File: config.mk
export PLATFORM = sky130hd
export DESIGN_NAME = camera_pose_ctrl
export DESIGN_NICKNAME = d
export VERILOG_FILES = /design/src/rtl/cam_pose_pkg.sv /design/src/rtl/cos_sin_lookup.sv /design/src/rtl/camera_pose_ctrl.sv
export SDC_FILE = /design/constraint.sdc
export NUM_CORES = 1
export LEC_CHECK = 0
export BUFFER_PORTS_ARGS = -buffer_cell sky130_fd_sc_hd__buf_2
export CAP_MARGIN = 20
export CORE_ASPECT_RATIO = 1.2
export CORE_MARGIN = 10
export CORE_UTILIZATION = 45
export CTS_CLUSTER_SIZE = 40
export DETAILED_ROUTE_END_ITERATION = 10
export HOLD_SLACK_MARGIN = 0.08
export PLACE_DENSITY_LB_ADDON = 0.05
export SKIP_LAST_GASP = 1
export SYNTH_ARGS = -nofsm -noshare
export SYNTH_HDL_FRONTEND = slang
export SYNTH_SLANG_ARGS = --single-unit
File: constraint.sdc
create_clock -name pixel_clk_in -period 10 [get_ports pixel_clk_in]
set_input_delay 1.5 -clock pixel_clk_in [delete_from_list [all_inputs] [get_ports pixel_clk_in]]
set_output_delay 1.5 -clock pixel_clk_in [all_outputs]
set_load 0.02 [all_outputs]
File: src/rtl/cam_pose_pkg.sv
// Shared types and helpers for the camera pose controller: FSM states,
// the latched button bundle, angle stepping and position clamping.
package cam_pose_pkg;

    typedef enum logic [2:0] {IDLE, TURN, WAIT, MOVE, COMMIT} state_t;

    typedef struct packed {
        logic left;
        logic right;
        logic fwd;
        logic back;
    } btn_t;

    localparam int ANGLE_WRAP = 360;
    localparam int FRAC_BITS  = 8;
    localparam int RAMP_STEP  = 4;

    // Opposing turn buttons cancel; the result always stays in 0..359.
    function automatic logic [8:0] turn_angle(input logic [8:0] a, input btn_t b, input int step);
        int s;
        s = int'(a);
        if (b.left && !b.right) begin
            s = s + step;
            if (s >= ANGLE_WRAP) s = s - ANGLE_WRAP;
        end else if (b.right && !b.left) begin
            s = (s < step) ? s + ANGLE_WRAP - step : s - step;
        end
        return 9'(s);
    endfunction

    function automatic logic [15:0] clamp_pos(input logic signed [17:0] v, input logic [15:0] hi);
        if (v < 0) return 16'd0;
        if (v > $signed({2'b00, hi})) return hi;
        return v[15:0];
    endfunction

endpackage

File: src/rtl/cos_sin_lookup.sv
// Quarter-wave cos/sin table: magnitudes with 8 fractional bits (256 = 1.0)
// plus sign flags, one clock of latency. Input angle must be 0..359.
module cos_sin_lookup (
    input  logic       clk,
    input  logic [8:0] angle,
    output logic [8:0] cos_mag,
    output logic [8:0] sin_mag,
    output logic       cos_neg,
    output logic       sin_neg
);

    // round(256*sin(d)) for d = 0..90
    localparam logic [8:0] SIN_ROM [0:90] = '{
          0,   4,   9,  13,  18,  22,  27,  31,  36,  40,
         44,  49,  53,  58,  62,  66,  71,  75,  79,  83,
         88,  92,  96, 100, 104, 108, 112, 116, 120, 124,
        128, 132, 136, 139, 143, 147, 150, 154, 158, 161,
        165, 168, 171, 175, 178, 181, 184, 187, 190, 193,
        196, 199, 202, 204, 207, 210, 212, 215, 217, 219,
        222, 224, 226, 228, 230, 232, 234, 236, 237, 239,
        241, 242, 243, 245, 246, 247, 248, 249, 250, 251,
        252, 253, 254, 254, 255, 255, 255, 256, 256, 256,
        256
    };

    logic [8:0] fold_full;
    logic [6:0] sin_idx;
    logic [6:0] cos_idx;

    // Fold into the first quadrant; |cos(a)| is sin of the complementary angle.
    always_comb begin
        if (angle <= 9'd90)       fold_full = angle;
        else if (angle <= 9'd180) fold_full = 9'd180 - angle;
        else if (angle <= 9'd270) fold_full = angle - 9'd180;
        else                      fold_full = 9'd360 - angle;
        sin_idx = fold_full[6:0];
        cos_idx = 7'd90 - sin_idx;
    end

    always_ff @(posedge clk) begin
        sin_mag <= SIN_ROM[sin_idx];
        cos_mag <= SIN_ROM[cos_idx];
        sin_neg <= (angle > 9'd180);
        cos_neg <= (angle > 9'd90) && (angle < 9'd270);
    end

endmodule

File: src/rtl/camera_pose_ctrl.sv
// Player pose owner: updates x/y/angle once per frame at the first vblank pixel
// and publishes only then. Optional speed ramp: define CAM_SPEED_RAMP_EN.
module camera_pose_ctrl
    import cam_pose_pkg::*;
#(
    parameter int WIDTH       = 160,
    parameter int HEIGHT      = 90,
    parameter int H_ACTIVE    = 1280,
    parameter int V_ACTIVE    = 720,
    parameter int ROT_STEP    = 2,
    parameter int SPEED       = 16,
    parameter int MAX_SPEED   = 64,
    parameter int START_X     = 80,
    parameter int START_Y     = 45,
    parameter int START_ANGLE = 90
) (
    input  logic        pixel_clk_in,
    input  logic        rst_n_in,
    input  logic [10:0] hcount_in,
    input  logic [9:0]  vcount_in,
    input  logic        btn_left_in,
    input  logic        btn_right_in,
    input  logic        btn_fwd_in,
    input  logic        btn_back_in,
    output logic [15:0] ballx_out,
    output logic [15:0] bally_out,
    output logic [15:0] angle_out,
    output logic        pose_valid_out,
    output logic [15:0] frame_count_out
);

    localparam logic [15:0] X_START = 16'(START_X << FRAC_BITS);
    localparam logic [15:0] Y_START = 16'(START_Y << FRAC_BITS);
    localparam logic [15:0] X_MAX   = 16'((WIDTH - 1) << FRAC_BITS);
    localparam logic [15:0] Y_MAX   = 16'((HEIGHT - 1) << FRAC_BITS);

    state_t      state_reg, state_next;
    btn_t        btn_sample, btn_reg;
    logic [8:0]  angle_reg, angle_new_reg;
    logic [15:0] ballx_reg, bally_reg, frame_count_reg;
    logic [7:0]  move_speed;
    logic        strobe;
    logic [8:0]  cos_mag, sin_mag;
    logic        cos_neg, sin_neg;
    logic [16:0] prod_x, prod_y;
    logic signed [17:0] dx_s, dy_s, delta_x, delta_y, x_sum, y_sum;
    logic [31:0] unused_params;

    assign unused_params = 32'(H_ACTIVE) ^ 32'(MAX_SPEED);
    assign strobe     = (vcount_in == 10'(V_ACTIVE)) && (hcount_in == 11'd0);
    assign btn_sample = '{left: btn_left_in, right: btn_right_in, fwd: btn_fwd_in, back: btn_back_in};

    cos_sin_lookup u_lut (
        .clk     (pixel_clk_in),
        .angle   (angle_new_reg),
        .cos_mag (cos_mag),
        .sin_mag (sin_mag),
        .cos_neg (cos_neg),
        .sin_neg (sin_neg)
    );

    always_ff @(posedge pixel_clk_in or negedge rst_n_in) begin
        if (!rst_n_in) state_reg <= IDLE;
        else           state_reg <= state_next;
    end

    // Strobes outside IDLE are dropped; legal raster timing never produces one.
    always_comb begin
        state_next = state_reg;
        case (state_reg)
            IDLE:    if (strobe) state_next = TURN;
            TURN:    state_next = WAIT;
            WAIT:    state_next = MOVE;
            MOVE:    state_next = COMMIT;
            COMMIT:  state_next = IDLE;
            default: state_next = IDLE;
        endcase
    end

    always_comb begin
        pose_valid_out = (state_reg == COMMIT);
    end

`ifdef CAM_SPEED_RAMP_EN
    logic [7:0] speed_reg, move_speed_reg;

    // The frame's move uses the speed held before this strobe's ramp step.
    always_ff @(posedge pixel_clk_in or negedge rst_n_in) begin
        if (!rst_n_in) begin
            speed_reg      <= 8'(SPEED);
            move_speed_reg <= 8'(SPEED);
        end else if (state_reg == IDLE && strobe) begin
            move_speed_reg <= speed_reg;
            if (btn_sample.fwd || btn_sample.back)
                speed_reg <= (int'(speed_reg) + RAMP_STEP >= MAX_SPEED) ? 8'(MAX_SPEED)
                                                                        : speed_reg + 8'(RAMP_STEP);
            else
                speed_reg <= 8'(SPEED);
        end
    end

    assign move_speed = move_speed_reg;
`else
    assign move_speed = 8'(SPEED);
`endif

    always_comb begin
        prod_x  = 17'(move_speed) * 17'(cos_mag);
        prod_y  = 17'(move_speed) * 17'(sin_mag);
        dx_s    = $signed(18'(prod_x[16:8]));
        dy_s    = $signed(18'(prod_y[16:8]));
        delta_x = 18'sd0;
        delta_y = 18'sd0;
        if (btn_reg.fwd && !btn_reg.back) begin
            delta_x = cos_neg ? dx_s : -dx_s;
            delta_y = sin_neg ? -dy_s : dy_s;
        end else if (btn_reg.back && !btn_reg.fwd) begin
            delta_x = cos_neg ? -dx_s : dx_s;
            delta_y = sin_neg ? dy_s : -dy_s;
        end
        x_sum = $signed({2'b00, ballx_reg}) + delta_x;
        y_sum = $signed({2'b00, bally_reg}) + delta_y;
    end

    // Published registers load on the MOVE->COMMIT edge so the new pose and
    // the valid pulse appear together in the COMMIT cycle.
    always_ff @(posedge pixel_clk_in or negedge rst_n_in) begin
        if (!rst_n_in) begin
            btn_reg         <= '0;
            angle_new_reg   <= 9'(START_ANGLE);
            angle_reg       <= 9'(START_ANGLE);
            ballx_reg       <= X_START;
            bally_reg       <= Y_START;
            frame_count_reg <= 16'd0;
        end else begin
            if (state_reg == IDLE && strobe) begin
                btn_reg       <= btn_sample;
                angle_new_reg <= turn_angle(angle_reg, btn_sample, ROT_STEP);
            end
            if (state_reg == MOVE) begin
                ballx_reg       <= clamp_pos(x_sum, X_MAX);
                bally_reg       <= clamp_pos(y_sum, Y_MAX);
                angle_reg       <= angle_new_reg;
                frame_count_reg <= frame_count_reg + 16'd1;
            end
        end
    end

    assign ballx_out       = ballx_reg;
    assign bally_out       = bally_reg;
    assign angle_out       = {7'd0, angle_reg};
    assign frame_count_out = frame_count_reg;

endmodule

After elaboration in Yosys (flattened, before gate mapping)
Memories as Yosys holds them, arrays and structs flattened. A register that Yosys moved wholly into a read port is not among the register bits.
Cells that the tools add are included.
{"block": "classes", "n_addsub": 14, "magnitude_cmp": 12, "n_eq_ne": 6, "n_mux": 35, "n_bitwise": 2, "reduce_logical": 13}
{"operator": "18-bit 2-to-1 mux", "n": 8}
{"operator": "16-bit 2-to-1 mux", "n": 8}
{"operator": "17-bit by 18-bit adder with 18-bit output", "n": 2}
{"operator": "18-bit by 1-bit less-than comparator with 1-bit output, second input constant", "n": 2}
{"operator": "9-bit 2-to-1 mux", "n": 4}
{"operator": "5-bit negation with 18-bit output", "n": 2}
{"operator": "7-bit 2-to-1 mux", "n": 3}
{"operator": "18-bit by 16-bit greater-than comparator with 1-bit output, second input constant", "n": 1}
{"operator": "18-bit by 17-bit greater-than comparator with 1-bit output, second input constant", "n": 1}
{"operator": "9-bit by 2-bit subtractor with 9-bit output, second input constant", "n": 2}
{"operator": "16-bit by 1-bit adder with 16-bit output, second input constant", "n": 1}
{"operator": "7-bit NOT with 8-bit output", "n": 2}
{"operator": "7-bit subtractor, first input constant", "n": 2}
{"operator": "3-bit case mux with 4 select lines", "n": 1}
{"operator": "11-bit logical NOT", "n": 1}
{"operator": "9-bit by 2-bit adder with 10-bit output, second input constant", "n": 1}
{"operator": "10-bit equality test, second input constant", "n": 1}
{"operator": "10-bit by 9-bit greater-or-equal comparator with 1-bit output, second input constant", "n": 1}
{"operator": "1-bit 2-to-1 mux", "n": 10}
{"operator": "9-bit adder, second input constant", "n": 1}
{"operator": "9-bit by 7-bit greater-than comparator with 1-bit output, second input constant", "n": 1}
{"operator": "9-bit by 8-bit greater-than comparator with 1-bit output, second input constant", "n": 1}
{"operator": "9-bit by 7-bit <= comparator with 1-bit output, second input constant", "n": 1}
{"operator": "9-bit by 8-bit <= comparator with 1-bit output, second input constant", "n": 1}
{"operator": "other kinds (14)", "n": 24}
{"block": "totals", "reg_bits": 73, "rom_bits": 2304, "inputBits": 27, "output_inout_bits": 65, "memories": 2}
{"name": "(no name shown)", "words": 128, "width": 9, "rd": 1, "rd_clocked_by_memory_dff": 1, "wr": 0, "line_no": "cos_sin_lookup.sv:41", "rtl": "sin_mag <= SIN_ROM[sin_idx];"}
{"name": "(no name shown)", "words": 128, "width": 9, "rd": 1, "rd_clocked_by_memory_dff": 1, "wr": 0, "line_no": "cos_sin_lookup.sv:42", "rtl": "cos_mag <= SIN_ROM[cos_idx];"}

Logic depth before layout (Yosys ltp)
Gate-level depths: netlist (run 1).
{"block": "depth", "depth_word": 12, "ltp_mapped": 17}

Cells and area by module
Synthesis (run 1) repeated with hierarchy kept, for this count alone.
{"block": "unflattened", "hier_cells": 1176, "hier_area_um2": 9163.8}
{"module": "camera_pose_ctrl", "n_inst": 1, "cells_per_inst": 746, "area_each_um2": 6080.8, "seq_area_each_um2": 1794.2}
{"module": "cos_sin_lookup", "n_inst": 1, "cells_per_inst": 430, "area_each_um2": 3083.0, "seq_area_each_um2": 400.4}

Worst setup path before layout (run 1)
Ideal clock, no wire load.
{"block": "synth_path", "kind": "reg2reg", "start": "register u_lut.cos_mag[4]", "end": "register ballx_reg[10], in the netlist ballx_out[10]", "arrival_time_ns": 3.602, "setup_slack_ns": 6.333, "path_stages_with_launch": 16, "path_buffers": 1, "cell_sequence": "dfxtp_1 > inv_1 > ha_1 > nor3b_1 > ha_1 > mux2i_1 > o22ai_1 > ha_1 > clkbuf_1 > or3_1 > o211a_1 > or4b_2 > o2111ai_1 > nor2_1 > a21oi_1 > o221a_2"}
{"block": "synth_via", "elab_chain_len": 11}
{"element": "start, declared", "line_no": "cos_sin_lookup.sv:6", "rtl": "output logic [8:0] cos_mag,"}
{"element": "5-bit negation with 18-bit output", "line_no": "camera_pose_ctrl.sv:115, camera_pose_ctrl.sv:118"}
{"element": "18-bit 2-to-1 mux", "line_no": "camera_pose_ctrl.sv:118", "rtl": "delta_x = cos_neg ? -dx_s : dx_s;"}
{"element": "18-bit 2-to-1 mux", "line_no": "camera_pose_ctrl.sv:117", "rtl": "end else if (btn_reg.back && !btn_reg.fwd) begin"}
{"element": "18-bit 2-to-1 mux (*)", "line_no": "camera_pose_ctrl.sv:114", "rtl": "if (btn_reg.fwd && !btn_reg.back) begin"}
{"element": "17-bit by 18-bit adder with 18-bit output (*)", "line_no": "camera_pose_ctrl.sv:121", "rtl": "x_sum = $signed({2'b00, ballx_reg}) + delta_x;"}
{"element": "18-bit by 17-bit greater-than comparator with 1-bit output", "line_no": "cam_pose_pkg.sv:33", "rtl": "if (v > $signed({2'b00, hi})) return hi;"}
{"element": "1-bit 2-to-1 mux (2 in a row)", "line_no": "cam_pose_pkg.sv:33"}
{"element": "1-bit 2-to-1 mux", "line_no": "camera_pose_ctrl.sv:140", "rtl": "if (state_reg == MOVE) begin"}
{"element": "16-bit 2-to-1 mux", "line_no": "cam_pose_pkg.sv:34", "rtl": "return v[15:0];"}
{"element": "16-bit 2-to-1 mux (*)", "line_no": "cam_pose_pkg.sv:33"}
{"element": "end signal, assigned", "line_no": "camera_pose_ctrl.sv:141", "rtl": "ballx_reg <= clamp_pos(x_sum, X_MAX);"}
{"element": "end, declared", "line_no": "camera_pose_ctrl.sv:40", "rtl": "logic [15:0] ballx_reg, bally_reg, frame_count_reg;"}
Mark *: on every way between the ends. The rest lies on a longest branch, timed or not. The select of a mux whose other input is x is not followed.
A chain may end at the register's enable or synchronous reset.

Worst setup path in the final report (run 1)
{"block": "layout_path", "start": "register btn_reg[1] (netlist bit)", "end": "register bally_reg[1], in the netlist bally_out[1]"}
{"block": "layout_via", "elab_chain_len": 11}
{"element": "start, declared", "line_no": "camera_pose_ctrl.sv:38", "rtl": "btn_t btn_sample, btn_reg;"}
{"element": "start signal, assigned", "line_no": "camera_pose_ctrl.sv:137", "rtl": "btn_reg <= btn_sample;"}
{"element": "1-bit logical NOT", "line_no": "camera_pose_ctrl.sv:117"}
{"element": "1-bit logical AND", "line_no": "camera_pose_ctrl.sv:117"}
{"element": "18-bit 2-to-1 mux", "line_no": "camera_pose_ctrl.sv:117"}
{"element": "18-bit 2-to-1 mux (*)", "line_no": "camera_pose_ctrl.sv:114"}
{"element": "17-bit by 18-bit adder with 18-bit output (*)", "line_no": "camera_pose_ctrl.sv:122", "rtl": "y_sum = $signed({2'b00, bally_reg}) + delta_y;"}
{"element": "18-bit by 16-bit greater-than comparator with 1-bit output", "line_no": "cam_pose_pkg.sv:33"}
{"element": "1-bit 2-to-1 mux (2 in a row)", "line_no": "cam_pose_pkg.sv:33"}
{"element": "1-bit 2-to-1 mux", "line_no": "camera_pose_ctrl.sv:140"}
{"element": "16-bit 2-to-1 mux", "line_no": "cam_pose_pkg.sv:34"}
{"element": "16-bit 2-to-1 mux (*)", "line_no": "cam_pose_pkg.sv:33"}
{"element": "end signal, assigned", "line_no": "camera_pose_ctrl.sv:142", "rtl": "bally_reg <= clamp_pos(y_sum, Y_MAX);"}
{"element": "end, declared", "line_no": "camera_pose_ctrl.sv:40"}
Marks and branches as above.

==> impl_metrics.py, run 1 <==
metrics = {
    "power_and_ir_drop": {
        "p_comb_frac": 0.270,
        "swShare": 0.353,
        "pwr-share-clk": 0.339,
        "p_int_uw": 655,
        "ir_worst_vdd_mv": 0.0660,
        "total_power_uw": 1010,
        "p_per_area_mw_per_mm2": 124,
        "power_leakage_uw": 0.00378,
        "p_sw_uw": 357,
        "power_frac_seq": 0.391,
    },
    "synthesis": {
        "synth_top_cell_by_area": "dfrtp_1",
        "yosys_warnings": 0,
        "synth_top_area_frac": 0.193,
        "synth_cell_types": 78,
        "synth.area.top_cells": "dfrtp_1, ha_1, dfstp_2",
        "synth_seq_cells": 83,
        "synth_ff_type": "dfrtp_1",
        "synthCells": 901,
        "synth_area_mm2": 0.00738,
        "seq_area_frac_synth": 0.276,
        "ys_async_sr_fraction": 0.855,
        "synth_enable_flop_cells": 0,
        "avgSynthCellArea_um2": 8.19,
    },
    "layout": {
        "final_cell_area_mm2": 0.00819,
        "syn2layout_area_growth_pct": 11.0,
        "final_cell_mix": "nand2_1, buf_2, nor2_1",
        "nets": 1048,
        "drive_above_1_share": 0.140,
        "diodes": 0,
        "layout_commonest_cell": "nand2_1",
        "layoutNonFillerInstCount": 1175,
    },
    "placement": {
        "placement.io_buffers": 84,
        "gp_congestion": 0.925,
        "dp.cells": 1159,
        "placed_area_mm2": 0.00789,
        "hpwl_mm": 15.3,
        "place_ws_ns": 5.44,
    },
    "timing": {
        "fin_crit_ns": 4.64,
        "rsz0062_at_grt": "no",
        "setup-violations-final": 0,
        "finalClockSkew_ns": 0.00738,
        "finalSetupTns_ns": 0,
        "fmax_mhz": 215,
        "finalHoldViolCount": 0,
        "slew_headroom": 0.340,
        "layout_setup_ws_ns": 5.36,
        "maxSlewViolCount": 0,
        "worst_pin_slew_ns": 0.987,
        "fin_crit_sh": 0.464,
    },
    "grt": {
        "grt-ovfl-total": 0,
        "antenna_found_initial": 0,
        "grt_max_degree": 72,
        "track_usage": 0.180,
        "grt_pass1_wl_mm": 32.7,
        "grt_pass1_vias": 6528,
    },
    "flow_run": {
        "drv_cap": 0,
    },
    "worst_setup_path": {
        "required_ns": 10.24,
        "end_kind": "register",
        "worstSetupPathType": "reg2reg",
        "cp_slowest_cell": "mux2i_1",
        "arrival_ns": 4.88,
        "cp_slowest_stage_delay_ns": 0.61,
        "cp_max_fo": 14,
        "start_kind": "register",
        "path_cells": "nand2b_1 -> nor2_1 -> a21oi_1 -> a21oi_1 -> ha_1 -> nand3_1 -> nor4_1 -> o21bai_1 -> a21oi_1 -> o2bb2ai_1 -> mux2i_1 -> nand2_1 -> o32ai_1",
        "cp_common_cell": "a21oi_1",
    },
    "clocking": {
        "clock_path_buffers": 2,
        "cts.repair.resized": 0,
        "root_buffer": "clkbuf_16",
        "cts_tree": "built",
        "numCtsBuffers": 9,
        "clk_pin_slew_worst_paths_ns": 0.06,
        "clock_latency_ns": 0.35,
        "cts_max_level": 3,
        "cts_sinks": 83,
        "cts.hold.buffers_added": 0,
        "post_cts_buffers": 0,
    },
    "die": {
        "boundaryPins": 92,
        "die_x_um": 137,
        "rows": 51,
        "core_area_mm2": 0.0161,
        "die_h_um": 160,
        "die-area_mm2": 0.0219,
        "start_util": 0.457,
    },
    "route": {
        "ant_nets": 0,
        "vias": 6805,
        "drc": 0,
        "firstDrtPassIters": 6,
        "avgViaCountPerCell": 5.79,
        "finalWirelength_mm": 20.1,
        "wire_per_inst_um": 17.1,
        "drt_iter0_drc": 467,
    },
    "hold_path": {
        "hp-class": "reg2reg",
    },
    "outcome": {
        "run_status": "finished, final reports clean",
    },
}
## worst max-delay path, delay by kind of cell (launching register included)
kind,cells,cell delay (ns)
compound gates,6,1.61
simple gates,5,1.50
mux,1,0.61
fa+ha+maj,1,0.42
flops,1,0.37
## final cells by class
class	count	area, µm²
Fill cell	1581	7960
Multi-Input combinational cell	739	5000
Sequential cell	83	2030
Timing Repair Buffer	86	438
Tap cell	212	265
Clock buffer	9	225
Inverter	39	146
Clock inverter	7	76.3
## power groups by stage
stage | registers [µW] | logic, µW | clock network [µW]
2_1_floorplan | 421 | 162 | 0
3_3_place_gp | 403 | 273 | 0
3_5_place_dp | 404 | 273 | 0
4_1_cts | 397 | 273 | 353
5_1_grt | 400 | 295 | 367
6_report | 396 | 273 | 343
## Yosys cell counts (all sizes together) (13+ instances only)
cell type and n:
xor2 19, o31ai 21, o21a 14, dfrtp 57
clkbuf 31, nand2 88, o21ai 53, a21o 20
dfstp 14, a31oi 13, buf 15, nor2 67
ha 61, mux2i 15, inv 39, nand3 27
nand2b 15, nor3 36, a21oi 55, xnor2 41
## worst paths after layout
check / endpoint / cells past startpoint / start / slack, ns
worst min-delay path: frame_count_out[15] / 1 / frame_count_out[15] / 0.48
min in group asynchronous: ballx_out[15] / 1 / rst_n_in / 1.28
worst max register to register: bally_out[1] / 13 / btn_reg[1] / 5.36
worst max-delay path: bally_out[1] / 13 / btn_reg[1] / 5.36
max in group asynchronous: angle_new_reg[0] / 1 / rst_n_in / 8.12
worst min register to register: frame_count_out[15] / 1 / frame_count_out[15] / 0.48
## metal layers
metal  routed length [µm]  track usage  vias up
li1                     -            -     3424
met1                 8790        0.224     3186
met2                10000        0.308      169
met3                  964       0.0323       26
met4                  327       0.0489        0
met5                    0            0        -
## logic make-up (layout without fill, tap and decap cells)
logic type / count (synthesis) / in the layout / synth area share
AO/OA/AOI/OAI: 272 / 272 / 0.253
XOR/XNOR: 60 / 60 / 0.0722
adder cells (fa/ha/maj): 63 / 63 / 0.109
buffers and inverters: 85 / 141 / 0.0495
flip-flops: 83 / 83 / 0.276
multiplexers: 20 / 20 / 0.0280
other: 1 / 7 / 0.000508
AND/OR/NAND/NOR: 317 / 317 / 0.212
## per-stage QoR
step | hold slack (ns) | utilization
after floorplan | 0.451 | -
after global placement | 0.458 | 0.488
after detailed placement | 0.463 | 0.488
after CTS | 0.472 | 0.507
after global routing | 0.500 | 0.507
final | 0.477 | 0.507
No activity file was read; power rests on OpenSTA's default activity.
==> inputs of run 2 (changes only) <==
ABC_AREA = 1   (was unset)
clock period = 4.8 ns   (was 10 ns; I/O delays follow)
==> run 2 against run 1 <==
Total power grew 90%. Critical path depth increased by 12. Core utilization grew 0.19 points. Global-route usage decreased by 0.29 points. Clock power is 100% higher. Die area increased by 3.3%. Worst hold slack improved by 0.00071 ns. Wire length down 1.7%. Sequential share of layout area shrank 1.0 points. Final area grew 4.4%. Sequential power is 110% higher. Critical endpoint is now bally_out[5]. Largest power group unchanged. Highest routed layer unchanged.
==> impl_metrics.py, run 2 <==
metrics = {
    "hold_path": {
        "hp-class": "reg2reg",
    },
    "timing": {
        "slew_headroom": 0.391,
        "fmax_mhz": 278,
        "fin_crit_ns": 3.60,
        "rsz0062_at_grt": "no",
        "finalHoldViolCount": 0,
        "finalSetupTns_ns": 0,
        "finalClockSkew_ns": 0.0124,
        "maxSlewViolCount": 0,
        "fin_crit_sh": 0.751,
        "setup-violations-final": 0,
        "worst_pin_slew_ns": 0.914,
        "layout_setup_ws_ns": 1.20,
    },
    "route": {
        "avgViaCountPerCell": 4.94,
        "firstDrtPassIters": 8,
        "wire_per_inst_um": 13.4,
        "drc": 0,
        "vias": 7290,
        "finalWirelength_mm": 19.8,
        "drt_iter0_drc": 403,
        "ant_nets": 0,
    },
    "layout": {
        "multi_input_area_mm2": 0.00490,
        "final_cell_area_mm2": 0.00854,
        "seq_area_mm2": 0.00203,
        "final_cell_mix": "nand2_1, inv_1, nor2_1",
        "fill_cells": 1732,
        "drive_above_1_share": 0.141,
        "layoutNonFillerInstCount": 1477,
        "layout_commonest_cell": "nand2_1",
        "syn2layout_area_growth_pct": 11.6,
        "nets": 1346,
        "diodes": 0,
        "finalCoreUtilization": 0.509,
    },
    "die": {
        "die_h_um": 163,
        "core_area_mm2": 0.0168,
        "die-area_mm2": 0.0227,
        "die_x_um": 139,
        "start_util": 0.456,
        "boundaryPins": 92,
        "rows": 52,
    },
    "synthesis": {
        "ys_async_sr_fraction": 0.855,
        "synth_xor_area_frac": 0.0511,
        "synth_compound_area_frac": 0.0956,
        "synthSimpleGateAreaFrac": 0.385,
        "synth_mux_area_frac": 0,
        "synth_enable_flop_cells": 0,
        "synth_seq_cells": 83,
        "synth.area.top_cells": "nand2_1, dfrtp_1, ha_1",
        "yosys_warnings": 0,
        "ys_top_cells_by_count": "nand2_1, inv_1, nor2_1",
        "avgSynthCellArea_um2": 6.52,
        "synth_ff_type": "dfrtp_1",
        "synth_cell_types": 55,
        "synthCells": 1175,
        "yosysMostFrequentCell": "nand2_1",
        "synth_area_mm2": 0.00766,
        "synth_fa_ha_area_frac": 0.105,
        "synth_top_cell_by_area": "nand2_1",
        "seq_area_frac_synth": 0.266,
        "synth_top_area_frac": 0.201,
        "synth_top_family_by_area": "simple AND/OR/NAND/NOR gates",
    },
    "clocking": {
        "post_cts_buffers": 0,
        "cts_max_level": 3,
        "clock_path_buffers": 2,
        "clk_pin_slew_worst_paths_ns": 0.06,
        "cts_sinks": 83,
        "root_buffer": "clkbuf_16",
        "cts.hold.buffers_added": 0,
        "clock_latency_ns": 0.35,
        "cts.repair.resized": 0,
        "cts_tree": "built",
        "numCtsBuffers": 9,
    },
    "worst_setup_path": {
        "regToRegStartpoint": "u_lut.sin_mag[4]",
        "arrival_ns": 3.88,
        "end_kind": "register",
        "worstSetupStartpoint": "u_lut.sin_mag[4]",
        "r2r-end": "bally_out[5]",
        "setup.worst_path.end": "bally_out[5]",
        "required_ns": 5.08,
        "start_kind": "register",
        "reg2reg_slack_ns": 1.20,
        "worstSetupPathType": "reg2reg",
        "cp_max_fo": 9,
        "rr_worst_depth": 25,
    },
    "placement": {
        "place_ws_ns": 1.20,
        "dp.cells": 1461,
        "hpwl_mm": 15.6,
        "gp_congestion": 0.914,
        "placement.io_buffers": 84,
        "placed_area_mm2": 0.00825,
    },
    "grt": {
        "grt_max_degree": 72,
        "antenna_found_initial": 0,
        "track_usage": 0.177,
        "grt_pass1_wl_mm": 34.3,
        "grt-ovfl-total": 0,
        "grt_pass1_vias": 7050,
    },
    "power_and_ir_drop": {
        "p_per_area_mw_per_mm2": 225,
        "ir_worst_vdd_mv": 0.203,
        "power_leakage_uw": 0.00488,
    },
    "flow_run": {
        "drv_cap": 0,
    },
    "outcome": {
        "run_status": "finished, final reports clean",
    },
}
-- run 2: per-layer routing --
metal,share of wire,vias up,track usage
li1,-,3915,-
met1,0.47,3244,0.223
met2,0.49,114,0.305
met3,0.029,17,0.0321
met4,0.014,0,0.0446
met5,0,-,0
-- run 2: power by group --
part / total (µW) / internal (µW) / switching, µW
sequential: 821 / 755 / 66.4
clock: 686 / 375 / 311
combinational: 419 / 128 / 292
total: 1930 / 1260 / 669
-- run 2: kinds of logic (layout without fill, tap and decap cells) --
| family | after synthesis | count (layout) |
|---|---|---|
| AOI/OAI and AO/OA | 125 | 125 |
| xor gates and xnor gates | 43 | 43 |
| adders and majority gates | 63 | 63 |
| buffers and inverters | 180 | 260 |
| DFF | 83 | 83 |
| other | 1 | 7 |
| and+or+nand+nor | 680 | 680 |
-- run 2: worst max-delay path, stage by stage, from the launching register on --
cell,delay [ns]
dfxtp_1,0.31
inv_1,0.07
ha_1,0.14
inv_1,0.05
nor2_1,0.12
inv_1,0.07
nor2_1,0.09
ha_1,0.24
nand3_1,0.09
o211ai_1,0.08
o221ai_1,0.08
inv_1,0.07
ha_1,0.36
nand2_1,0.12
a21oi_1,0.14
nor2_1,0.07
nand2_1,0.09
nand2_1,0.06
nand2_1,0.13
nand2_1,0.07
a22oi_1,0.17
xor2_1,0.11
nor2_1,0.33
buf_4,0.25
nand4_1,0.12
nand2_1,0.10
-- run 2: final cells by class --
class | instances | area share
clock buffers | 10 | 0.0280
clock inverters | 6 | 0.00615
inverters | 156 | 0.0694
multi-input cells | 918 | 0.574
flip-flops and latches | 83 | 0.238
well taps | 216 | 0.0316
repair buffers | 88 | 0.0530
-- run 2: worst min-delay path by stage --
stage                   startpoint  cells past startpoint                   to  slack (ns)
2_1_floorplan             rst_n_in                      0     angle_new_reg[0]        0.42
3_5_place_dp         ballx_out[14]                      2        ballx_out[14]        0.47
6_report       frame_count_out[15]                      1  frame_count_out[15]        0.48
5_1_grt              ballx_out[12]                      2        ballx_out[12]        0.50
3_3_place_gp   frame_count_out[15]                      1  frame_count_out[15]        0.45
4_1_cts              ballx_out[14]                      2        ballx_out[14]        0.48
-- run 2: metrics by stage --
step | power [µW] | hold slack, ns
finish | 1930 | 0.478
floorplan | 1110 | 0.424
CTS | 1960 | 0.481
detailed placement | 1260 | 0.471
global route | 2040 | 0.500
global placement | 1260 | 0.454
